### src/rtl/keccak_sponge_ctrl.sv
`default_nettype none
// ============================================================================
// Module      : keccak_sponge_ctrl
// Description : Sequencer for the Keccak-f[1600] sponge datapath: mode latch,
//               block absorb handshake, round strobes and squeeze control.
// Revision    : 1.0 - initial release
// ============================================================================
module keccak_sponge_ctrl #(
    parameter int NR  = 24,
    parameter int RPC = 1
) (
    input  logic       clk,
    input  logic       rst,
    input  logic       start,
    input  logic [2:0] c_mode,
    input  logic       blk_valid,
    input  logic       blk_last,
    output logic       blk_ready,
    input  logic       squeeze_more,
    output logic       out_valid,
    input  logic       out_ready,
    output logic [2:0] mode_q,
    output logic [4:0] rate_lanes,
    output logic       st_init,
    output logic       st_absorb,
    output logic       st_round,
    output logic [4:0] round_idx,
    output logic       busy,
    output logic       err
);

    localparam logic [4:0] C_RPC        = 5'(RPC);
    localparam logic [4:0] C_LAST_ROUND = 5'(NR - RPC);
    localparam logic [2:0] C_MAX_MODE   = 3'd5;
    localparam logic [2:0] C_SHAKE128   = 3'd4;

    typedef enum logic [2:0] {
        S_IDLE     = 3'd0,
        S_INIT     = 3'd1,
        S_WAIT_BLK = 3'd2,
        S_PERMUTE  = 3'd3,
        S_SQUEEZE  = 3'd4
    } state_t;

    state_t     r_state;
    logic [2:0] r_mode;
    logic [4:0] r_round_idx;
    logic       r_last;
    logic       r_err;
    logic [4:0] w_rate;

    always_ff @(posedge clk) begin
        if (rst) begin
            r_state     <= S_IDLE;
            r_mode      <= 3'd0;
            r_round_idx <= 5'd0;
            r_last      <= 1'b0;
            r_err       <= 1'b0;
        end else begin
            r_err <= 1'b0;
            case (r_state)
                S_IDLE: begin
                    if (start) begin
                        if (c_mode <= C_MAX_MODE) begin
                            r_mode  <= c_mode;
                            r_state <= S_INIT;
                        end else begin
                            r_err <= 1'b1;
                        end
                    end
                end
                S_INIT: begin
                    r_state <= S_WAIT_BLK;
                end
                S_WAIT_BLK: begin
                    if (blk_valid) begin
                        r_last      <= blk_last;
                        r_round_idx <= 5'd0;
                        r_state     <= S_PERMUTE;
                    end
                end
                S_PERMUTE: begin
                    // round_idx parks on the final round index until reloaded
                    if (r_round_idx == C_LAST_ROUND) begin
                        r_state <= r_last ? S_SQUEEZE : S_WAIT_BLK;
                    end else begin
                        r_round_idx <= r_round_idx + C_RPC;
                    end
                end
                S_SQUEEZE: begin
                    if (out_ready) begin
                        if ((r_mode >= C_SHAKE128) && squeeze_more) begin
                            r_round_idx <= 5'd0;
                            r_state     <= S_PERMUTE;
                        end else begin
                            r_state <= S_IDLE;
                        end
                    end
                end
                default: begin
                    r_state <= S_IDLE;
                end
            endcase
        end
    end

    always_comb begin
        w_rate = 5'd18;
        case (r_mode)
            3'd0:    w_rate = 5'd18;
            3'd1:    w_rate = 5'd17;
            3'd2:    w_rate = 5'd13;
            3'd3:    w_rate = 5'd9;
            3'd4:    w_rate = 5'd21;
            3'd5:    w_rate = 5'd17;
            default: w_rate = 5'd0;
        endcase
    end

    assign blk_ready  = (r_state == S_WAIT_BLK);
    assign st_absorb  = (r_state == S_WAIT_BLK) && blk_valid;
    assign st_init    = (r_state == S_INIT);
    assign st_round   = (r_state == S_PERMUTE);
    assign out_valid  = (r_state == S_SQUEEZE);
    assign busy       = (r_state != S_IDLE);
    assign err        = r_err;
    assign mode_q     = r_mode;
    assign round_idx  = r_round_idx;
    assign rate_lanes = w_rate;

endmodule
`default_nettype wire

### config.mk
export PLATFORM = sky130hd
export DESIGN_NAME = keccak_sponge_ctrl
export DESIGN_NICKNAME = d
export VERILOG_FILES = /design/src/rtl/keccak_sponge_ctrl.sv
export SDC_FILE = /design/constraint.sdc
export NUM_CORES = 1
export LEC_CHECK = 0
export CAP_MARGIN = 20
export CORE_AREA = 5 5 42 44
export CTS_CLUSTER_DIAMETER = 200
export DETAILED_ROUTE_END_ITERATION = 16
export DIE_AREA = 0 0 47 49
export DONT_BUFFER_PORTS = 1
export GPL_TIMING_DRIVEN = 0
export PLACE_DENSITY = 0.85
export SETUP_SLACK_MARGIN = 0.2
export SLEW_MARGIN = 20
export SYNTH_ARGS = -nofsm -noshare
export SYNTH_HDL_FRONTEND = slang
export SYNTH_SLANG_ARGS = --single-unit
### constraint.sdc
create_clock -name clk -period 2.65 [get_ports clk]
set_clock_uncertainty 0.1 [all_clocks]
set_input_delay 0.1325 -clock clk [delete_from_list [all_inputs] [get_ports clk]]
set_output_delay 0.1325 -clock clk [all_outputs]
set_load 0.02 [all_outputs]
; Word-level counts from Yosys, hierarchy flattened
; Cells that the tools add are included.
[totals]
reg_bits = 13
input_bits = 10
output_inout_bits = 20
word_cells = 54
[classes]
add_sub_neg = 1
magnitude_cmp = 2
n_eq_ne = 17
muxes = 15
bitwise = 2
n_reduce_logical = 12
[ops]
columns = cell, n
row1 = 5-bit case mux with 5 select lines, 1
row2 = 5-bit 2-to-1 mux, 4
row3 = 3-bit 2-to-1 mux, 6
row4 = 3-bit case mux with 5 select lines, 1
row5 = 5-bit case mux with 3 select lines, 1
row6 = "3-bit by 2-bit == test with 1-bit output, second input constant", 4
row7 = 5-bit AND reduction, 2
row8 = "3-bit == test, second input constant", 3
row9 = "2-bit inequality test, second input constant", 4
row10 = "3-bit by 1-bit == test with 1-bit output, second input constant", 2
row11 = 3-bit logical NOT, 2
row12 = "2-bit by 1-bit inequality test with 1-bit output, second input constant", 3
row13 = 3-bit nonzero test, 2
row14 = "5-bit by 1-bit adder with 5-bit output, second input constant", 1
row15 = "5-bit == test, second input constant", 1
row16 = "3-bit greater-or-equal comparator, second input constant", 1
row17 = "3-bit less-or-equal comparator, second input constant", 1
row18 = 3-bit AND reduction, 1
row19 = 3-bit OR reduction, 1
row20 = 1-bit logical AND, 2
row21 = 2-bit 2-to-1 mux, 1
row22 = 1-bit NOT, 2
row23 = 2-bit AND reduction, 1
row24 = 2-bit OR reduction, 1
row25 = 1-bit 2-to-1 mux, 1

; Logic depth before layout (Yosys ltp)
; Gate-level depths: netlist of run 1.
[depth]
depth_word = 5
ltp_mapped = 6
mapped_depth_nobuf = 5

; Least setup slack after synthesis of run 1
; OpenSTA, ideal clock, no wires.
[synth_timing]
kind = register to register
startpoint = register r_round_idx[0] (netlist: round_idx[0])
endpoint = register r_state[1]
setup_ns = 0.096
arrival_time_ns = 1.690
t_required_ns = 2.454
slack_ns = 0.764
stages_incl_launch_ff = 6
n_path_buf = 0
path_cell_list = dfxtp_1 ha_1 and4b_4 nor2_2 or3_4 o41ai_2
[synth_via]
elab_chain_cells = 3
[synth_rtl]
columns = element, line
row1 = start: declaration, 47  ; logic [4:0] r_round_idx;
row2 = start signal: assignment, 87  ; r_round_idx <= r_round_idx + C_RPC;
row3 = 5-bit == test, 84  ; if (r_round_idx == C_LAST_ROUND) begin
row4 = 2-bit by 1-bit inequality test with 1-bit output (no line), --
row5 = 5-bit AND reduction (no line), --
row6 = end signal: assignment, 85  ; r_state <= r_last ? S_SQUEEZE : S_WAIT_BLK;
row7 = end: declaration, 45  ; state_t r_state;
; No other way between the ends.
; A chain may end at the register's enable or synchronous reset.

; Worst setup path after layout of run 1
; Same ends and word-level chain as after synthesis.

==> summary.md, run 1 <==
| Metric | Value |
|---|---|
| Port Buf Inserts | 0 |
| Number of synthesized register bits | 13 |
| Commonest non-fill, non-tap cells in the layout | 13 x dfxtp_1, 10 x nor2_1, 9 x a21oi_1, 8 x dlygate4sd3_1, 7 x nand3_1 |
| Share of cells above drive strength 1 | around 14% |
| ANT cells | 0 |
| Count of cell types in the netlist | 34 |
| Sequential area share after synthesis | approximately 34% |
| WS Path Type | flip-flop to flip-flop |
| Io pins | 30 |
| Pwr dens | about 720 nW/µm² |
| Setup repair bufs after CTS | 0 |
| HPWL after DPL | between 1 and 1.5 mm |
| Starting Density | 55.1% |
| DR vias | between 700 and 800 |
| Chip Width | roughly 47 µm |
| Tot Pwr | approximately 640 µW |
| Clk_lat worst skew | between 200 and 300 ps |
| CP max FO | 6 |
| Crit path from | round_idx[0]$_SDFFE_PP0P_ |
| Overflow after GRT | 0 |
| Wire length per cell | about 16 µm |
| Post-synth EDFFs | 0 |
| Initial DRC count | 10 |
| Chip height | approximately 50 µm |
| Total core area | about 1400 µm² |
| Syn avg cell area | ~8.6 µm² |
| H-tree levels | 1 |
| Worst slew pin tran | between 800 and 900 ps |
| ANT nets after route | 0 |
| Max-cap viol count | 0 |
| Main synth FF type | dfxtp_1 |
| Crit start category | flip-flop |
| Period utilisation layout | between 70% and 80% |
| Global-route wire length before repair | 3.10 mm |
| Synth top area share | around 34% |
| Pre-antenna DRT Iters | 4 |
| Syn Nets | a little over 100 |
| Clock transition at the registers of the reported paths | 90 ps |
| Minimum clock period | roughly 2100 ps |
| Worst r2r src | round_idx[0]$_SDFFE_PP0P_ |
| Final #Nets | 114 |
| Area grow syn2layout | 16.4% |
| Status | completed |
| Peak supply drop | 0.500 mV |
| Slew headroom | around two fifths |
| DRC | 0 |
| Hold Vio Cnt, Final | 0 |
| Synth async-reset ratio | 0% |
| Hold Crit Class | primary input to flip-flop |
| Crit end category | flip-flop |
| WP data required | ~2700 ps |
| Commonest non-fill, non-tap cell in the layout | dfxtp_1 |
| Clock Tree Root | clkbuf_4 |
| Mapped cell area | a little under 800 µm² |
| Via density | approximately 6.2 |
| Max frequency | between 0.4 and 0.5 GHz |
| Initial antenna violation count | 0 |
| Hold Crit Start | squeeze_more |
| Design Area, Final | between 800 and 900 µm² |
| Largest net degree at the start of global routing | 11 |
| Max Slew Vio Count | 0 |
| Synth area leaders | dfxtp_1 34%, a21oi_1 5.8%, mux2i_1 5.2% |
| Max Buffers Root-to-Sink | 2 |
| # rows | 14 |
| Area leader, netlist | dfxtp_1 |
| CTS tree | done |
| Crit path DAT | 2160 ps |
| All-Layer GR Usage | a little under a fifth |
| Pleak | between 0.0003 and 0.0004 µW |
| TritonCTS sink count | 13 |
| Die area | 2300 µm² |
| Placed standard-cell area | around 790 µm² |
| Setup-violating endpoint count in the final report | 0 |
| Total number of yosys warnings | 0 |
| Post-Route WL | about 1.9 mm |
| RSZ-0062 raised after global routing | no |
| Vias in the first global route | slightly above 700 |
| PostCTS Resize Cnt | 0 |
| GP Congestion | ~0.82 |
| Fin Setup TNS | 0 ps |
| Post-Syn Instances | 90 |
| TritonCTS buffer count | 3 |
| CTS Hold Bufs | 8 |
-- where the power goes --
part | total, µW | internal (µW) | switching, µW
registers | 242 | 215 | 26.8
clock network | 126 | 58.3 | 67.8
logic | 276 | 92.0 | 184
-- Yosys cell counts (all sizes together) (3+ instances only) --
library cell and n:
a21oi 9, buf 3, dfxtp 13, inv 6, mux2i 4, nand2 4
nand3 7, nor2 11, nor3 3, nor3b 3
-- area by class of cell --
class	count	area, µm²
sequential	13	260
buffer	5	33.8
inverter	6	22.5
timing repair buffer	8	80.1
fill	126	503
clock buffer	4	26.3
multi-input combinational	66	455
tap	16	20.0
-- logic make-up after synthesis --
logic type      after synthesis  share of synthesized area (%)
compound gates               23                           22.2
buf+inv                      11                           7.29
flops                        13                           33.7
fa+ha+maj                     1                           1.62
xor+xnor                      1                           1.13
mux                           4                           5.19
simple gates                 37                           28.8
-- stage by stage --
stage / hold WS (ps) / worst slack (ps) / cells / utilization [%]
2_1_floorplan: 151 / 764 / 90 / -
3_3_place_gp: 155 / 660 / 106 / 56.5
3_5_place_dp: 158 / 564 / 106 / 56.5
4_1_cts: 29.1 / 556 / 118 / 64.1
5_1_grt: 34.1 / 406 / 118 / 64.1
6_report: 23.4 / 566 / 118 / 64.1
-- routing by layer --
metal  track usage (%)  vias up  routed length, µm
met5                 0        -                  0
met4              4.15        0                 32
met3              5.17        7                159
met2              30.1       28                941
met1              22.0      350                792
li1                  -      352                  -
-- sequential cells by signal (all words and copies together) (netlist names) --
signal	flops
mode_q	3
round_idx	5
r_state	3
r_last	1
err	1
-- path summary, 6_finish.rpt --
kind,endpoint,depth (start not counted),slack [ps]
setup / recovery,r_state[1]$_SDFFE_PP0P_,5,570
hold / removal,r_state[0]$_SDFFE_PP0P_,3,20
setup reg to reg,r_state[1]$_SDFFE_PP0P_,5,570
hold reg to reg,r_state[2]$_SDFFE_PP0P_,2,400
-- critical path: stages (launching register included) --
cell	delay, ps
dfxtp_1	520
ha_1	280
and4b_4	270
nor2_2	80
or3_4	400
o41ai_2	330
(Power assumes the default switching activity.)
==> inputs of run 2 (changes only) <==
- CORE_AREA: 5 5 42 44 -> unset
- CORE_MARGIN: unset -> 5
- CORE_UTILIZATION: unset -> 53
- DIE_AREA: 0 0 47 49 -> unset
- PLACE_DENSITY: 0.85 -> 0.82
- clock period: 2.65 -> 1.7 ns (I/O delays scaled with it)
==> run 2 against run 1 <==
  * The run now ends with negative hold slack left
  * Worst setup slack got worse by 540 ps
  * Combinational power rose by 120%
  * Non-clock buffer count rose by 11
  * Die area rose by 0.73%
  * Design area rose by 27%
  * Final cell count rose by 8.5%
  * Sequential power rose by 64%
  * Global-route usage rose by 6.5 points
  * Flip-flop and latch count did not move
  * Register-to-register slack got worse by 540 ps
  * Critical path type unchanged
  * Largest cell class unchanged
  * Largest power group unchanged
==> summary.md, run 2 (synthesis results as in run 1) <==
| Metric | Value |
|---|---|
| Status | complete, but fails checks |
| Failing checks | negative hold slack |
| Setup-violating endpoint count in the final report | 0 (unchanged) |
| Clock Tree Root | clkbuf_4 |
| Die area | 2320 µm² (+0.73%) |
| Port Buf Inserts | 0 (unchanged) |
| R2R Path End | round_idx[4]$_SDFFE_PP0P_ |
| Logic pwr share | 50.8% (+8.0 points) |
| Area grow syn2layout | 48.0% |
| Io pins | 30 (unchanged) |
| Reg2reg setup slack | 30 ps (-540 ps) |
| R2R depth | 6 (+1) |
| Max-cap viol count | 0 (unchanged) |
| RSZ-0062 raised after global routing | yes |
| TritonCTS sink count | 13 (unchanged) |
| Final #Nets | 125 (+9.6%) |
| Worst Hold Margin | -63.8 ps (-87.2 ps) |
| Slowest-stage cell, CP | or4b_4 |
| Commonest non-fill, non-tap cells in the layout | 10 x buf_4, 8 x nor2_1, 8 x dfxtp_2, 7 x dlygate4sd3_1, 6 x a21oi_1 |
| GRT met2 Usage | 40.1% (+10 points) |
| Clock power frac | 16.4% (-3.2 points) |
| Post-Route WL | 2.39 mm (+24%) |
| CP max FO | 6 (unchanged) |
| Chip height | 48.2 µm (-1.7%) |
| Overflow after GRT | 0 (unchanged) |
| Pleak | 0.000478 µW (+25%) |
| Design Area, Final | 1140 µm² (+27%) |
| Fin Setup TNS | 0 ps (unchanged) |
| WP data required | 1810 ps (-910 ps) |
| Placed standard-cell area | 846 µm² (+6.8%) |
| Crit-path leading delay family | simple AND/OR/NAND/NOR gates |
| Initial antenna violation count | 0 (unchanged) |
| Hold Crit Start | out_ready |
| Sequential power share | 32.7% (-4.9 points) |
| Via density | 6.27 (+0.32%) |
| Initial DRC count | 30 (+20) |
| Vias in the first global route | 805 (+14%) |
| DR vias | 802 (+8.8%) |
| Peak supply drop | 0.759 mV (+52%) |
| Hold Vio Cnt, Final | 1 (+1) |
| Commonest non-fill, non-tap cell in the layout | buf_4 |
| Crit end category | flip-flop |
| Crit path largest cell delay | 520 ps (about the same) |
| CTS tree | done |
| Met3 global-route usage | 7.01% (+1.8 points) |
| Chip Width | 48.2 µm (+2.5%) |
| Final WS setup | 30.7 ps (-536 ps) |
| Clk_lat worst skew | 280 ps (about the same) |
| Max Buffers Root-to-Sink | 2 (unchanged) |
| Crit path DAT | 1780 ps (-380 ps) |
| NetSw | 532 µW (+91%) |
| H-tree levels | 1 (unchanged) |
| CTS Hold Bufs | 7 (-1) |
| Largest net degree at the start of global routing | 11 (unchanged) |
| Crit start category | flip-flop |
| # rows | 13 (-1) |
| Minimum clock period | 1670 ps (-414 ps) |
| Top Usage Layer GRT | met2 |
| Worst r2r src | r_state[1]$_SDFFE_PP0P_ |
| Largest register FFs | 5 (unchanged) |
| Share of cells above drive strength 1 | 48.7% (+35 points) |
| Total core area | 1330 µm² (-4.8%) |
| Max Slew Vio Count | 0 (unchanged) |
| Clock transition at the registers of the reported paths | 80 ps (about the same) |
| ANT cells | 0 (unchanged) |
| TritonCTS buffer count | 3 (unchanged) |
| GP Congestion | 0.799 (-3.0%) |
| Period utilisation layout | 98.2% (+20 points) |
| Worst Path Buf+Inv | 2 (+2) |
| Pre-antenna DRT Iters | 4 (unchanged) |
| GR Util met1 | 28.8% (+6.8 points) |
| WHS Endpoint | r_state[2]$_SDFFE_PP0P_ |
| DRC | 0 (unchanged) |
| Pwr dens | 1060 nW/µm² (+48%) |
| HPWL after DPL | 1.42 mm (+5.5%) |
| Crit path cell chain | buf_6 > or4b_4 > o41ai_4 > buf_4 > a21oi_2 > a31oi_1 |
| Slew headroom | 64.7% (+24 points) |
| Hold Crit Class | primary input to flip-flop |
| Global-route wire length before repair | 3.87 mm (+25%) |
| Hold-critical path depth | 2 (-1) |
| Switching part of the total | 43.9% (+0.65 points) |
| Max frequency | 0.599 GHz (+25%) |
| Pint | 680 µW (+86%) |
| ANT nets after route | 0 (unchanged) |
| WS Path Type | flip-flop to flip-flop |
| Pre-CTS setup slack | -127 ps (-691 ps) |
| Wire length per cell | 18.7 µm (+14%) |
| Worst slew pin tran | 530 ps (-354 ps) |
| All-Layer GR Usage | 24.5% (+6.5 points) |
| Starting Density | 57.9% (+2.8 points) |
## run 2: per-layer routing
| metal | vias up | share of wire (%) | routed length, µm |
|---|---|---|---|
| met1 | 374 | 39 | 924 |
| met3 | 8 | 9.3 | 223 |
| met4 | 0 | 2.0 | 47 |
| met5 | - | 0 | 0 |
| li1 | 376 | - | - |
| met2 | 44 | 50 | 1190 |
## run 2: final cells by class
type | count | area, µm²
multi-input cells | 66 | 593
repair buffers | 19 | 155
flip-flops and latches | 13 | 278
inverters | 6 | 22.5
fillers | 75 | 191
clock buffers | 4 | 26.3
well taps | 15 | 18.8
plain buffers | 5 | 48.8
## run 2: how the worst max path moves through the flow
stage | cells after the start | from | slack [ps] | endpoint
floorplan | 5 | round_idx[0]$_SDFFE_PP0P_ | 5 | r_state[1]$_SDFFE_PP0P_
global placement | 6 | r_state[0]$_SDFFE_PP0P_ | -90 | r_state[1]$_SDFFE_PP0P_
detailed placement | 6 | r_state[0]$_SDFFE_PP0P_ | -130 | r_state[1]$_SDFFE_PP0P_
CTS | 5 | r_state[0]$_SDFFE_PP0P_ | 40 | r_state[1]$_SDFFE_PP0P_
global route | 6 | r_state[2]$_SDFFE_PP0P_ | -50 | round_idx[4]$_SDFFE_PP0P_
finish | 6 | r_state[1]$_SDFFE_PP0P_ | 30 | round_idx[4]$_SDFFE_PP0P_
## run 2: through the flow
step | util (%) | total power (µW) | std cells
after CTS | 82.6 | 1140 | 126
final | 85.6 | 1210 | 128
after floorplan | - | 764 | 90
after detailed placement | 63.4 | 828 | 105
after global placement | 63.4 | 813 | 105
after global routing | 85.6 | 1290 | 128
## run 2: power by group through the flow
stage | clock network, µW | logic (µW) | registers, µW
after floorplan | 0 | 380 | 384
after global placement | 0 | 425 | 388
after detailed placement | 0 | 437 | 391
after CTS | 198 | 553 | 392
after global routing | 223 | 660 | 401
final | 199 | 616 | 397
## run 2: repair_timing
action,4_1_cts,5_1_grt
hold endpoints to repair,10,1
setup endpoints to repair,19,18
gates cloned,2,0
setup buffers,8,2
pin swaps,12,4
resized for setup,24,8
